===== src/rtl/muldiv_pkg.sv =====
// Shared types and constants for the iterative HI/LO multiply/divide unit.
// Optional feature macro: MULDIV_UNSIGNED_EN (adds multu/divu support).
package muldiv_pkg;

  // Default operand width; HI and LO are each this wide.
  localparam int MULDIV_WIDTH = 32;

  // Encoding of multordivE.
  localparam logic MULDIV_MUL = 1'b0;
  localparam logic MULDIV_DIV = 1'b1;

  // Sequencer states: idle, one iteration per cycle, sign fix / writeback.
  typedef enum logic [1:0] {
    IDLE = 2'd0,
    RUN  = 2'd1,
    FIX  = 2'd2
  } state_t;

  // Width of the iteration counter for a given operand width.
  function automatic int muldiv_cnt_w(input int w);
    return (w > 1) ? $clog2(w) : 1;
  endfunction

  localparam int MULDIV_CNT_W = muldiv_cnt_w(MULDIV_WIDTH);

endpackage


===== src/rtl/muldiv_unit_if.sv =====
// Execute-stage interface of the HI/LO multiply/divide unit.
// Optional feature macro: MULDIV_UNSIGNED_EN (adds the unsignedE control).
//
// Handshake: startE is a single-cycle launch request. It is accepted only in
// a cycle where busy is 0; a startE seen while busy is 1 is dropped. busy rises
// the cycle after an accepted start and stays high through the cycle in which
// done pulses. hi/lo are stable whenever done is 0 and take their new values
// in the done cycle.
interface muldiv_unit_if #(
  parameter int WIDTH = 32
);
  logic             startE;
  logic             multordivE;
  logic [WIDTH-1:0] srcaE;
  logic [WIDTH-1:0] srcbE;
`ifdef MULDIV_UNSIGNED_EN
  logic             unsignedE;
`endif
  logic             busy;
  logic             done;
  logic [WIDTH-1:0] hi;
  logic [WIDTH-1:0] lo;

  // Pipeline side: issues operations, observes status and results.
  modport master (
`ifdef MULDIV_UNSIGNED_EN
    output unsignedE,
`endif
    output startE,
    output multordivE,
    output srcaE,
    output srcbE,
    input  busy,
    input  done,
    input  hi,
    input  lo
  );

  // Unit side.
  modport slave (
`ifdef MULDIV_UNSIGNED_EN
    input  unsignedE,
`endif
    input  startE,
    input  multordivE,
    input  srcaE,
    input  srcbE,
    output busy,
    output done,
    output hi,
    output lo
  );

endinterface


===== src/rtl/muldiv_step.sv =====
// One radix-2 iteration of the multiply/divide datapath, purely combinational.
// Multiply: {acc, qm} is the 2W-bit product accumulator with the multiplier in
//   the low half; add opnd (multiplicand) to the high half when qm[0] is set,
//   then shift the whole accumulator right by one.
// Divide: acc is the partial remainder, qm holds the dividend bits still to be
//   consumed and collects quotient bits from the bottom; opnd is the divisor.
module muldiv_step
  import muldiv_pkg::*;
#(
  parameter int WIDTH = MULDIV_WIDTH
) (
  input  logic             op,
  input  logic [WIDTH-1:0] acc,
  input  logic [WIDTH-1:0] qm,
  input  logic [WIDTH-1:0] opnd,
  output logic [WIDTH-1:0] acc_nxt,
  output logic [WIDTH-1:0] qm_nxt
);

  logic [WIDTH:0] sum;
  logic [WIDTH:0] rem_sh;
  logic [WIDTH:0] trial;

  // Single shift-add or shift-trial-subtract iteration.
  always_comb begin
    sum     = '0;
    rem_sh  = '0;
    trial   = '0;
    acc_nxt = acc;
    qm_nxt  = qm;
    if (op == MULDIV_MUL) begin
      // Carry out of the add becomes the new MSB after the right shift.
      sum     = {1'b0, acc} + (qm[0] ? {1'b0, opnd} : {(WIDTH+1){1'b0}});
      acc_nxt = sum[WIDTH:1];
      qm_nxt  = {sum[0], qm[WIDTH-1:1]};
    end else begin
      // Remainder stays below the divisor, so W+1 bits hold the shifted value
      // and bit W of the difference is a reliable borrow flag.
      rem_sh = {acc, qm[WIDTH-1]};
      trial  = rem_sh - {1'b0, opnd};
      if (!trial[WIDTH]) begin
        acc_nxt = trial[WIDTH-1:0];
      end else begin
        acc_nxt = rem_sh[WIDTH-1:0];
      end
      qm_nxt = {qm[WIDTH-2:0], ~trial[WIDTH]};
    end
  end

endmodule


===== src/rtl/muldiv_unit.sv =====
// Iterative HI/LO multiply/divide unit for the execute stage.
// Radix-2 shift-add multiply and restoring divide, one bit per cycle, on
// operand magnitudes with a final sign-fix cycle. busy feeds the hazard unit.
// Optional feature macro: MULDIV_UNSIGNED_EN (unsignedE selects multu/divu,
// which skip the magnitude and sign-fix steps). Without it every op is signed.
module muldiv_unit
  import muldiv_pkg::*;
#(
  parameter int WIDTH = MULDIV_WIDTH
) (
  input  logic          clk,
  input  logic          reset,
  muldiv_unit_if.slave  bus,
  output state_t        dbg_state
);

  localparam int                CNT_W    = muldiv_cnt_w(WIDTH);
  localparam logic [CNT_W-1:0] LAST_CNT = CNT_W'(WIDTH - 1);

  state_t             state_q,    state_d;
  logic [CNT_W-1:0]   count_q,    count_d;
  logic               op_q,       op_d;
  logic               res_neg_q,  res_neg_d;   // negate product / quotient
  logic               rem_neg_q,  rem_neg_d;   // negate remainder
  logic [WIDTH-1:0]   acc_q,      acc_d;
  logic [WIDTH-1:0]   qm_q,       qm_d;
  logic [WIDTH-1:0]   opnd_q,     opnd_d;
  logic [WIDTH-1:0]   srca_q,     srca_d;      // raw dividend for divide-by-zero
  logic [WIDTH-1:0]   hi_q,       hi_d;
  logic [WIDTH-1:0]   lo_q,       lo_d;

  logic               signed_op;
  logic [WIDTH-1:0]   a_mag;
  logic [WIDTH-1:0]   b_mag;
  logic [WIDTH-1:0]   step_acc;
  logic [WIDTH-1:0]   step_qm;
  logic [2*WIDTH-1:0] prod_fix;
  logic [WIDTH-1:0]   fix_hi;
  logic [WIDTH-1:0]   fix_lo;

  // Signedness of the incoming operation.
`ifdef MULDIV_UNSIGNED_EN
  assign signed_op = ~bus.unsignedE;
`else
  assign signed_op = 1'b1;
`endif

  // Operand magnitudes; the most-negative value maps onto itself, which is
  // exactly its magnitude when read as an unsigned W-bit number.
  always_comb begin
    a_mag = (signed_op && bus.srcaE[WIDTH-1]) ? (~bus.srcaE + 1'b1) : bus.srcaE;
    b_mag = (signed_op && bus.srcbE[WIDTH-1]) ? (~bus.srcbE + 1'b1) : bus.srcbE;
  end

  muldiv_step #(
    .WIDTH (WIDTH)
  ) u_step (
    .op      (op_q),
    .acc     (acc_q),
    .qm      (qm_q),
    .opnd    (opnd_q),
    .acc_nxt (step_acc),
    .qm_nxt  (step_qm)
  );

  // Sign correction of the finished magnitude result, including the
  // divide-by-zero convention (all-ones quotient, dividend passed to HI).
  always_comb begin
    prod_fix = {acc_q, qm_q};
    fix_hi   = acc_q;
    fix_lo   = qm_q;
    if (op_q == MULDIV_MUL) begin
      if (res_neg_q) begin
        prod_fix = ~{acc_q, qm_q} + 1'b1;
      end
      fix_hi = prod_fix[2*WIDTH-1:WIDTH];
      fix_lo = prod_fix[WIDTH-1:0];
    end else if (opnd_q == '0) begin
      fix_hi = srca_q;
      fix_lo = '1;
    end else begin
      fix_hi = rem_neg_q ? (~acc_q + 1'b1) : acc_q;
      fix_lo = res_neg_q ? (~qm_q + 1'b1) : qm_q;
    end
  end

  // Next-state, counter and datapath register updates.
  always_comb begin
    state_d   = state_q;
    count_d   = count_q;
    op_d      = op_q;
    res_neg_d = res_neg_q;
    rem_neg_d = rem_neg_q;
    acc_d     = acc_q;
    qm_d      = qm_q;
    opnd_d    = opnd_q;
    srca_d    = srca_q;
    hi_d      = hi_q;
    lo_d      = lo_q;
    unique case (state_q)
      IDLE: begin
        if (bus.startE) begin
          op_d      = bus.multordivE;
          res_neg_d = signed_op & (bus.srcaE[WIDTH-1] ^ bus.srcbE[WIDTH-1]);
          rem_neg_d = signed_op & bus.srcaE[WIDTH-1];
          srca_d    = bus.srcaE;
          acc_d     = '0;
          count_d   = '0;
          if (bus.multordivE == MULDIV_MUL) begin
            qm_d   = b_mag;   // multiplier shifts out of the low half
            opnd_d = a_mag;   // multiplicand
          end else begin
            qm_d   = a_mag;   // dividend shifts in, quotient builds up
            opnd_d = b_mag;   // divisor
          end
          state_d = RUN;
        end
      end
      RUN: begin
        acc_d   = step_acc;
        qm_d    = step_qm;
        count_d = count_q + 1'b1;
        if (count_q == LAST_CNT) begin
          state_d = FIX;
        end
      end
      FIX: begin
        hi_d    = fix_hi;
        lo_d    = fix_lo;
        state_d = IDLE;
      end
      default: begin
        state_d = IDLE;
      end
    endcase
  end

  // State and datapath registers; reset discards any operation in flight.
  always_ff @(posedge clk) begin
    if (reset) begin
      state_q   <= IDLE;
      count_q   <= '0;
      op_q      <= MULDIV_MUL;
      res_neg_q <= 1'b0;
      rem_neg_q <= 1'b0;
      acc_q     <= '0;
      qm_q      <= '0;
      opnd_q    <= '0;
      srca_q    <= '0;
      hi_q      <= '0;
      lo_q      <= '0;
    end else begin
      state_q   <= state_d;
      count_q   <= count_d;
      op_q      <= op_d;
      res_neg_q <= res_neg_d;
      rem_neg_q <= rem_neg_d;
      acc_q     <= acc_d;
      qm_q      <= qm_d;
      opnd_q    <= opnd_d;
      srca_q    <= srca_d;
      hi_q      <= hi_d;
      lo_q      <= lo_d;
    end
  end

  // Outputs: the corrected result is visible in the FIX cycle itself and is
  // held in hi_q/lo_q from the following cycle on.
  always_comb begin
    bus.busy  = (state_q != IDLE);
    bus.done  = (state_q == FIX);
    bus.hi    = (state_q == FIX) ? fix_hi : hi_q;
    bus.lo    = (state_q == FIX) ? fix_lo : lo_q;
    dbg_state = state_q;
  end

endmodule


===== src/flat_wrapper.sv =====
// flat-port wrapper written by rule: the top's interface ports become plain ports
module muldiv_unit_flat import muldiv_pkg::*;
#(
  parameter int WIDTH = MULDIV_WIDTH
)
  (clk, reset, dbg_state, bus_startE, bus_multordivE, bus_srcaE, bus_srcbE, bus_busy, bus_done, bus_hi, bus_lo);
  muldiv_unit_if #(.WIDTH(WIDTH)) bus_i ();
  input  logic clk;
  input  logic reset;
  output state_t dbg_state;
  input wire logic [$bits(bus_i.startE)-1:0] bus_startE;
  input wire logic [$bits(bus_i.multordivE)-1:0] bus_multordivE;
  input wire logic [$bits(bus_i.srcaE)-1:0] bus_srcaE;
  input wire logic [$bits(bus_i.srcbE)-1:0] bus_srcbE;
  output wire logic [$bits(bus_i.busy)-1:0] bus_busy;
  output wire logic [$bits(bus_i.done)-1:0] bus_done;
  output wire logic [$bits(bus_i.hi)-1:0] bus_hi;
  output wire logic [$bits(bus_i.lo)-1:0] bus_lo;
  assign bus_i.startE = bus_startE;
  assign bus_i.multordivE = bus_multordivE;
  assign bus_i.srcaE = bus_srcaE;
  assign bus_i.srcbE = bus_srcbE;
  assign bus_busy = bus_i.busy;
  assign bus_done = bus_i.done;
  assign bus_hi = bus_i.hi;
  assign bus_lo = bus_i.lo;
  muldiv_unit #(.WIDTH(WIDTH)) u_core (.clk(clk), .reset(reset), .bus(bus_i), .dbg_state(dbg_state));
endmodule

===== config.mk =====
export PLATFORM = sky130hd
export DESIGN_NAME = muldiv_unit_flat
export DESIGN_NICKNAME = d
export VERILOG_FILES = /design/src/rtl/muldiv_pkg.sv /design/src/rtl/muldiv_unit_if.sv /design/src/rtl/muldiv_step.sv /design/src/rtl/muldiv_unit.sv /design/src/flat_wrapper.sv
export SDC_FILE = /design/constraint.sdc
export NUM_CORES = 1
export LEC_CHECK = 0
export BUFFER_PORTS_ARGS = -buffer_cell sky130_fd_sc_hd__buf_2
export CAP_MARGIN = 0
export CELL_PAD_IN_SITES_DETAIL_PLACEMENT = 2
export CELL_PAD_IN_SITES_GLOBAL_PLACEMENT = 2
export CORE_MARGIN = 4
export CORE_UTILIZATION = 38
export CTS_CLUSTER_DIAMETER = 60
export DETAILED_ROUTE_END_ITERATION = 7
export HOLD_SLACK_MARGIN = 0.08
export PLACE_DENSITY = 0.93
export SLEW_MARGIN = 20
export SYNTH_ARGS = -nofsm -noshare
export SYNTH_HDL_FRONTEND = slang
export SYNTH_SLANG_ARGS = --single-unit

===== constraint.sdc =====
create_clock -name clk -period 4.8 [get_ports clk]
set_clock_uncertainty 0.1 [all_clocks]
set_input_delay 0 -clock clk [delete_from_list [all_inputs] [get_ports clk]]
set_output_delay 0 -clock clk [all_outputs]
set_load 0.1 [all_outputs]

-- After elaboration in Yosys (flattened, before gate mapping)
Index checks and enable logic that the tools add are counted.
- equality and inequality tests: 5
- reduce and logical (&&, ||, !) cells: 7
- $mul: 0
- add/subtract/negate cells: 8
- muxes and demuxes: 26
- shift-type cells: 0
- divide/modulo/power cells: 0
- bitwise operators: 7
- $lt $le $gt $ge: 0
- operators with widths (operator ; count):
    32-bit 2-to-1 mux ; 18
    32-bit by 1-bit adder with 32-bit output, second input constant ; 4
    32-bit inverter ; 4
    32-bit case mux with 2 select lines ; 2
    64-bit by 1-bit adder with 64-bit output, second input constant ; 1
    64-bit 2-to-1 mux ; 1
    64-bit inverter ; 1
    32-bit by 32-bit adder with 33-bit output ; 1
    33-bit by 32-bit subtractor with 33-bit output ; 1
    32-bit zero test ; 1
    5-bit case mux with 2 select lines ; 1
    2-bit AND reduction ; 3
    5-bit by 1-bit adder with 5-bit output, second input constant ; 1
    5-bit equality test, second input constant ; 1
    5-bit 2-to-1 mux ; 1
    2-bit 2-to-1 mux ; 2
    2-bit case mux with 2 select lines ; 1
    2-bit nonzero test ; 2
    2-bit by 1-bit equality test with 1-bit output, second input constant ; 1
    2-bit equality test, second input constant ; 1
    2-bit zero test ; 1
    2-bit by 1-bit inequality test with 1-bit output, second input constant ; 1
    2-bit inequality test, second input constant ; 1
    1-bit inverter ; 1
    1-bit bitwise XOR ; 1
- input port bits: 68
- output and inout bits: 68
- latch bits: 0
- bits in registers: 202
- logic and storage cells: 64
- bits in writable memories: 0
- ROM bits: 0
- memories kept: 0

-- Logic depth before layout (Yosys ltp)
- word-level depth: 6
- depth in mapped cells: 14
- depth with buffers taken out: 13

-- By module
Synthesis repeated with hierarchy kept, for this count alone.
- cell total of the unflattened synthesis: 2329
- area, all modules: 17356.6 um2
- by module, submodules not included (module ; seq. area each (um2) ; cells each ; times used ; area an instance (um2)):
    muldiv_unit ; 4023.9 ; 1641 ; 1 ; 12535.8
    muldiv_step ; 0.0 ; 688 ; 1 ; 4820.9

-- Worst setup path before layout
Ideal clock, no wire load.
- path kind: reg2reg
- from: register u_core.qm_q[6]
- to: register u_core.hi_q[1]
- setup slack: -0.082 ns
- required time: 4.629 ns
- setup time: 0.071 ns
- arrival: 4.711 ns
- period minus slack after synthesis: 4.882 ns
- stages on the path, launching flop included: 12
- buffers on the path: 2
- cell sequence: dfxtp_1 buf_2 or4_4 nor3_1 nand4_2 or2_1 buf_2 o21ai_0 xnor2_1 nor2_1 o21ai_0 and2_1
- longest elaborated chain between the ends: 5
- RTL lines (what ; line ; source):
    from (decl) ; muldiv_unit.sv:26 ; logic [WIDTH-1:0] qm_q, qm_d;
    from (signal assigned) ; muldiv_unit.sv:159 ; qm_q <= qm_d;
    64-bit inverter ; muldiv_unit.sv:74 ; prod_fix = ~{acc_q, qm_q} + 1'b1;
    64-bit by 1-bit adder with 64-bit output ; muldiv_unit.sv:74 ;
    64-bit 2-to-1 mux ; muldiv_unit.sv:73 ; if (res_neg_q) begin
    32-bit 2-to-1 mux ; muldiv_unit.sv:72 ; if (op_q == MULDIV_MUL) begin
    32-bit 2-to-1 mux ; - ;
    named net bus_hi[1] ; flat_wrapper.sv:17 ; output wire logic [$bits(bus_i.hi)-1:0] bus_hi;
    to (signal assigned) ; muldiv_unit.sv:162 ; hi_q <= hi_d;
    to (decl) ; muldiv_unit.sv:29 ; logic [WIDTH-1:0] hi_q, hi_d;
The timed path passes the listed nets, and every way through them passes these cells.
A chain may end at the register's enable or synchronous reset.

-- Final worst setup path
- from: register u_core.qm_q[0]
- to: output port bus_hi[16]
- longest elaborated chain between the ends: 5
- RTL lines (what ; line ; source):
    64-bit inverter ; muldiv_unit.sv:74 ;
    64-bit by 1-bit adder with 64-bit output ; muldiv_unit.sv:74 ;
    64-bit 2-to-1 mux ; muldiv_unit.sv:73 ;
    32-bit 2-to-1 mux ; muldiv_unit.sv:72 ;
    32-bit 2-to-1 mux ; muldiv_unit.sv:172 ; bus.hi = (state_q == FIX) ? fix_hi : hi_q;
    to (decl) ; flat_wrapper.sv:17 ;
Every way passes these cells.

==> out/metrics.csv <==
metric,value,unit
CTS clock-pin slew for the worst setup and hold paths,0.07,ns
slew margin rel.,13.2,%
initial antenna violation count,8,
area of the multi-input gates,11700,µm²
CTS buffer count,28,
Worst Path Max Fanout,9,
"Worst Path Class, Setup",reg -> out,
slowest cell on the critical path,nor4_4,
Fin. Hold Viols,0,
share of layout cells above drive strength 1,11.3,%
CP Capture Type,output pin,
DIE WIDTH,217,µm
grt ovf,0,
Gate power share,32.4,%
RSZ-0062 raised after global routing,false,
synthesized area,16700,µm²
final hold slack,0.0551,ns
gp weighted congestion,0.977,
number of max-cap violations,0,
Mapped Cells,2303,
first-pass GRT wire length,152000,µm
violated checks,setup timing,
Yosys warnings,0,
Clock Latency Late Sink,0.61,ns
vias per cell,6.93,
Mean Syn Cell Area,7.24,µm²
Filler cells,4938,
HPWL Detailed,65800,µm
status,finished with violations,
Final Cycle Share,100,%
Post-synth EDFFs,0,
register area,4030,µm²
"Top FF cell, synth",dfxtp_1,
CTS H-tree depth,1,
post-route cell area,19300,µm²
Final Critical Period,4.82,ns
Routed WL per cell,34.6,µm
"CP delay by family, top",simple AND/OR/NAND/NOR gates,
post-synthesis sequential area ratio,24.1,%
power per cell area,319,nW/µm²
"slowest stage delay, CP",0.67,ns
"Area growth, synth to finish",15.8,%
final setup violation count,1,
IO Pins,136,
port bufs,135,
critical-path cell list,"inv_1, ha_1, nand2_1, nor4_4, nand2_2, o41ai_1, nand3_1, a31oi_1, clkbuf_4",
Residual DRC,0,
Iteration-0 DRC Markers,2338,
Worst EP arrival,4.72,ns
WP buf/inv,2,
post-synthesis cell type count,91,
NumNets Final,2532,
row cnt,76,
Antenna Nets Post-Route,0,
Clock Tree Root,clkbuf_16,
largest net degree at the start of global routing,76,
placed instance area,17700,µm²
Sw Pwr,2520,µW
share of power burned in registers,31.4,%
Die Ht,217,µm
Initial Util,38.6,%
Int Power,3630,µW
Seq cells post-synth,201,
postcts setup bufs,0,
DRT Pass-1 Iters,7,
total chip power,6150,µW
CTS Sinks,201,
leak pwr,0.00798,µW
routed wire length,104000,µm
TritonCTS clock tree,done,
Post-synth ARST share,0,%
fmax,207,MHz
Worst Max-Slew Pin Slew,1.29,ns
clk buf depth,3,
DR vias,20800,
post-route setup slack,-0.0216,ns
Switching Share,41.0,%
peak supply drop,0.000277,V
syn nets,2443,
Core Region,43200,µm²
CP Launch Type,register,
clock share of power,36.3,%
final slew viol count,0,
Hold WC Path Type,in -> reg,
die area,47300,µm²
number of global-route vias before repair,22900,
total track usage,42.3,%
"Req. time, crit path",4.70,ns
## layout make-up
class / instances / area share [%]
Sequential cell: 201 / 20.9
Multi-Input combinational cell: 1850 / 60.7
Clock buffer: 34 / 3.90
Timing Repair Buffer: 242 / 8.56
Inverter: 69 / 1.34
Clock inverter: 11 / 0.791
Antenna cell: 4 / 0.0519
Tap cell: 585 / 3.79
## final timing paths
path / startpoint / endpoint / slack [ns] / cells past startpoint
setup / recovery: u_core.qm_q[0] / bus_hi[16] / -0.02 / 9
hold / removal: bus_srcbE[11] / u_core.opnd_q[11] / 0.06 / 5
setup reg to reg: u_core.qm_q[0] / u_core.acc_q[26] / 0.04 / 12
hold reg to reg: u_core.count_q[3] / u_core.count_q[3] / 0.37 / 1
## cells in the mapped netlist, types with 20 or more instances
library cell | number | area share, %
nand2_1 | 294 | 6.6
nor2_1 | 225 | 5.1
a21oi_1 | 211 | 6.3
dfxtp_1 | 201 | 24
clkbuf_1 | 142 | 3.2
o21ai_0 | 138 | 4.1
xor2_1 | 103 | 5.4
xnor2_1 | 89 | 4.7
a211oi_1 | 86 | 3.9
ha_1 | 70 | 5.3
inv_1 | 67 | 1.5
and2_1 | 66 | 2.5
mux2i_1 | 59 | 3.5
o31ai_1 | 37 | 1.7
nor3_1 | 36 | 1.1
nand3_1 | 35 | 1.1
o211ai_1 | 32 | 1.4
nor4_1 | 24 | 0.90
a21o_1 | 23 | 1.0
o41ai_1 | 20 | 1.1
## kinds of logic (layout without fill, tap and decap cells)
| family | Yosys count | after routing | share of synthesized area, % |
|---|---|---|---|
| xor gates and xnor gates | 192 | 192 | 10.1 |
| AOI/OAI and AO/OA | 708 | 708 | 27.5 |
| adders and majority gates | 72 | 72 | 5.50 |
| other | 0 | 4 | 0 |
| DFF | 201 | 201 | 24.1 |
| and+or+nand+nor | 815 | 815 | 22.9 |
| muxes | 63 | 63 | 3.81 |
| buffers and inverters | 252 | 356 | 6.03 |
## through the flow
step | TNS (ns) | instances | util, % | worst slack, ns
6_report | -0.0216 | 2996 | 44.7 | -0.0216
5_1_grt | 0 | 2992 | 44.7 | 0.00813
4_1_cts | 0 | 2992 | 44.6 | 0.0617
3_5_place_dp | 0 | 2880 | 41.0 | 0.476
3_3_place_gp | 0 | 2880 | 40.9 | 0.580
2_1_floorplan | 0 | 2303 | - | 0.0485
## metal layers
| metal | global-route usage (%) | up-vias | share of wire, % |
|---|---|---|---|
| li1 | - | 8402 | - |
| met1 | 45.2 | 10200 | 35 |
| met2 | 69.1 | 1461 | 46 |
| met3 | 12.9 | 672 | 9.8 |
| met4 | 33.9 | 10 | 10 |
| met5 | 0.833 | - | 0.069 |
## tightest hold or removal path: stages
cell	delay (ns)
buf_2	0.11
xor2_1	0.09
nand2_1	0.07
o211ai_1	0.16
a21oi_1	0.24
## layout by cell type, fill, tap and decap left out, types with 67 or more instances in the layout
cell           synthesis  layout
buf_2                 19     133
inv_1                 67      67
dlygate4sd3_1          0      67
a211oi_1              86      84
ha_1                  70      70
nand2_1              294     293
dfxtp_1              201     199
xnor2_1               89      88
o21ai_0              138     135
xor2_1               103     102
nor2_1               225     223
a21oi_1              211     211
## power by group through the flow
stage                     Clock (µW)  Combinational (µW)  Sequential, µW
after floorplan                    0                1150            1840
after global placement             0                1580            1910
after detailed placement           0                1720            1930
after CTS                       2190                1850            1910
after global routing            2280                2050            1920
final                           2230                1990            1930
## sequential cells by signal, summed over array words and instances (netlist names)
register,flops
u_core.srca_q,32
u_core.acc_q,32
u_core.dbg_state,2
u_core.opnd_q,32
u_core.qm_q,32
u_core.res_neg_q,1
u_core.count_q,5
u_core.lo_q,32
u_core.op_q,1
u_core.hi_q,32
## timing repair
item                                   in CTS  in global routing
gates resized for setup                     0                  3
setup endpoints to repair                   0                  6
hold buffers                               67                  0
endpoints found under the hold margin      91                  0
Note: power is estimated with default switching activity, not from simulation.
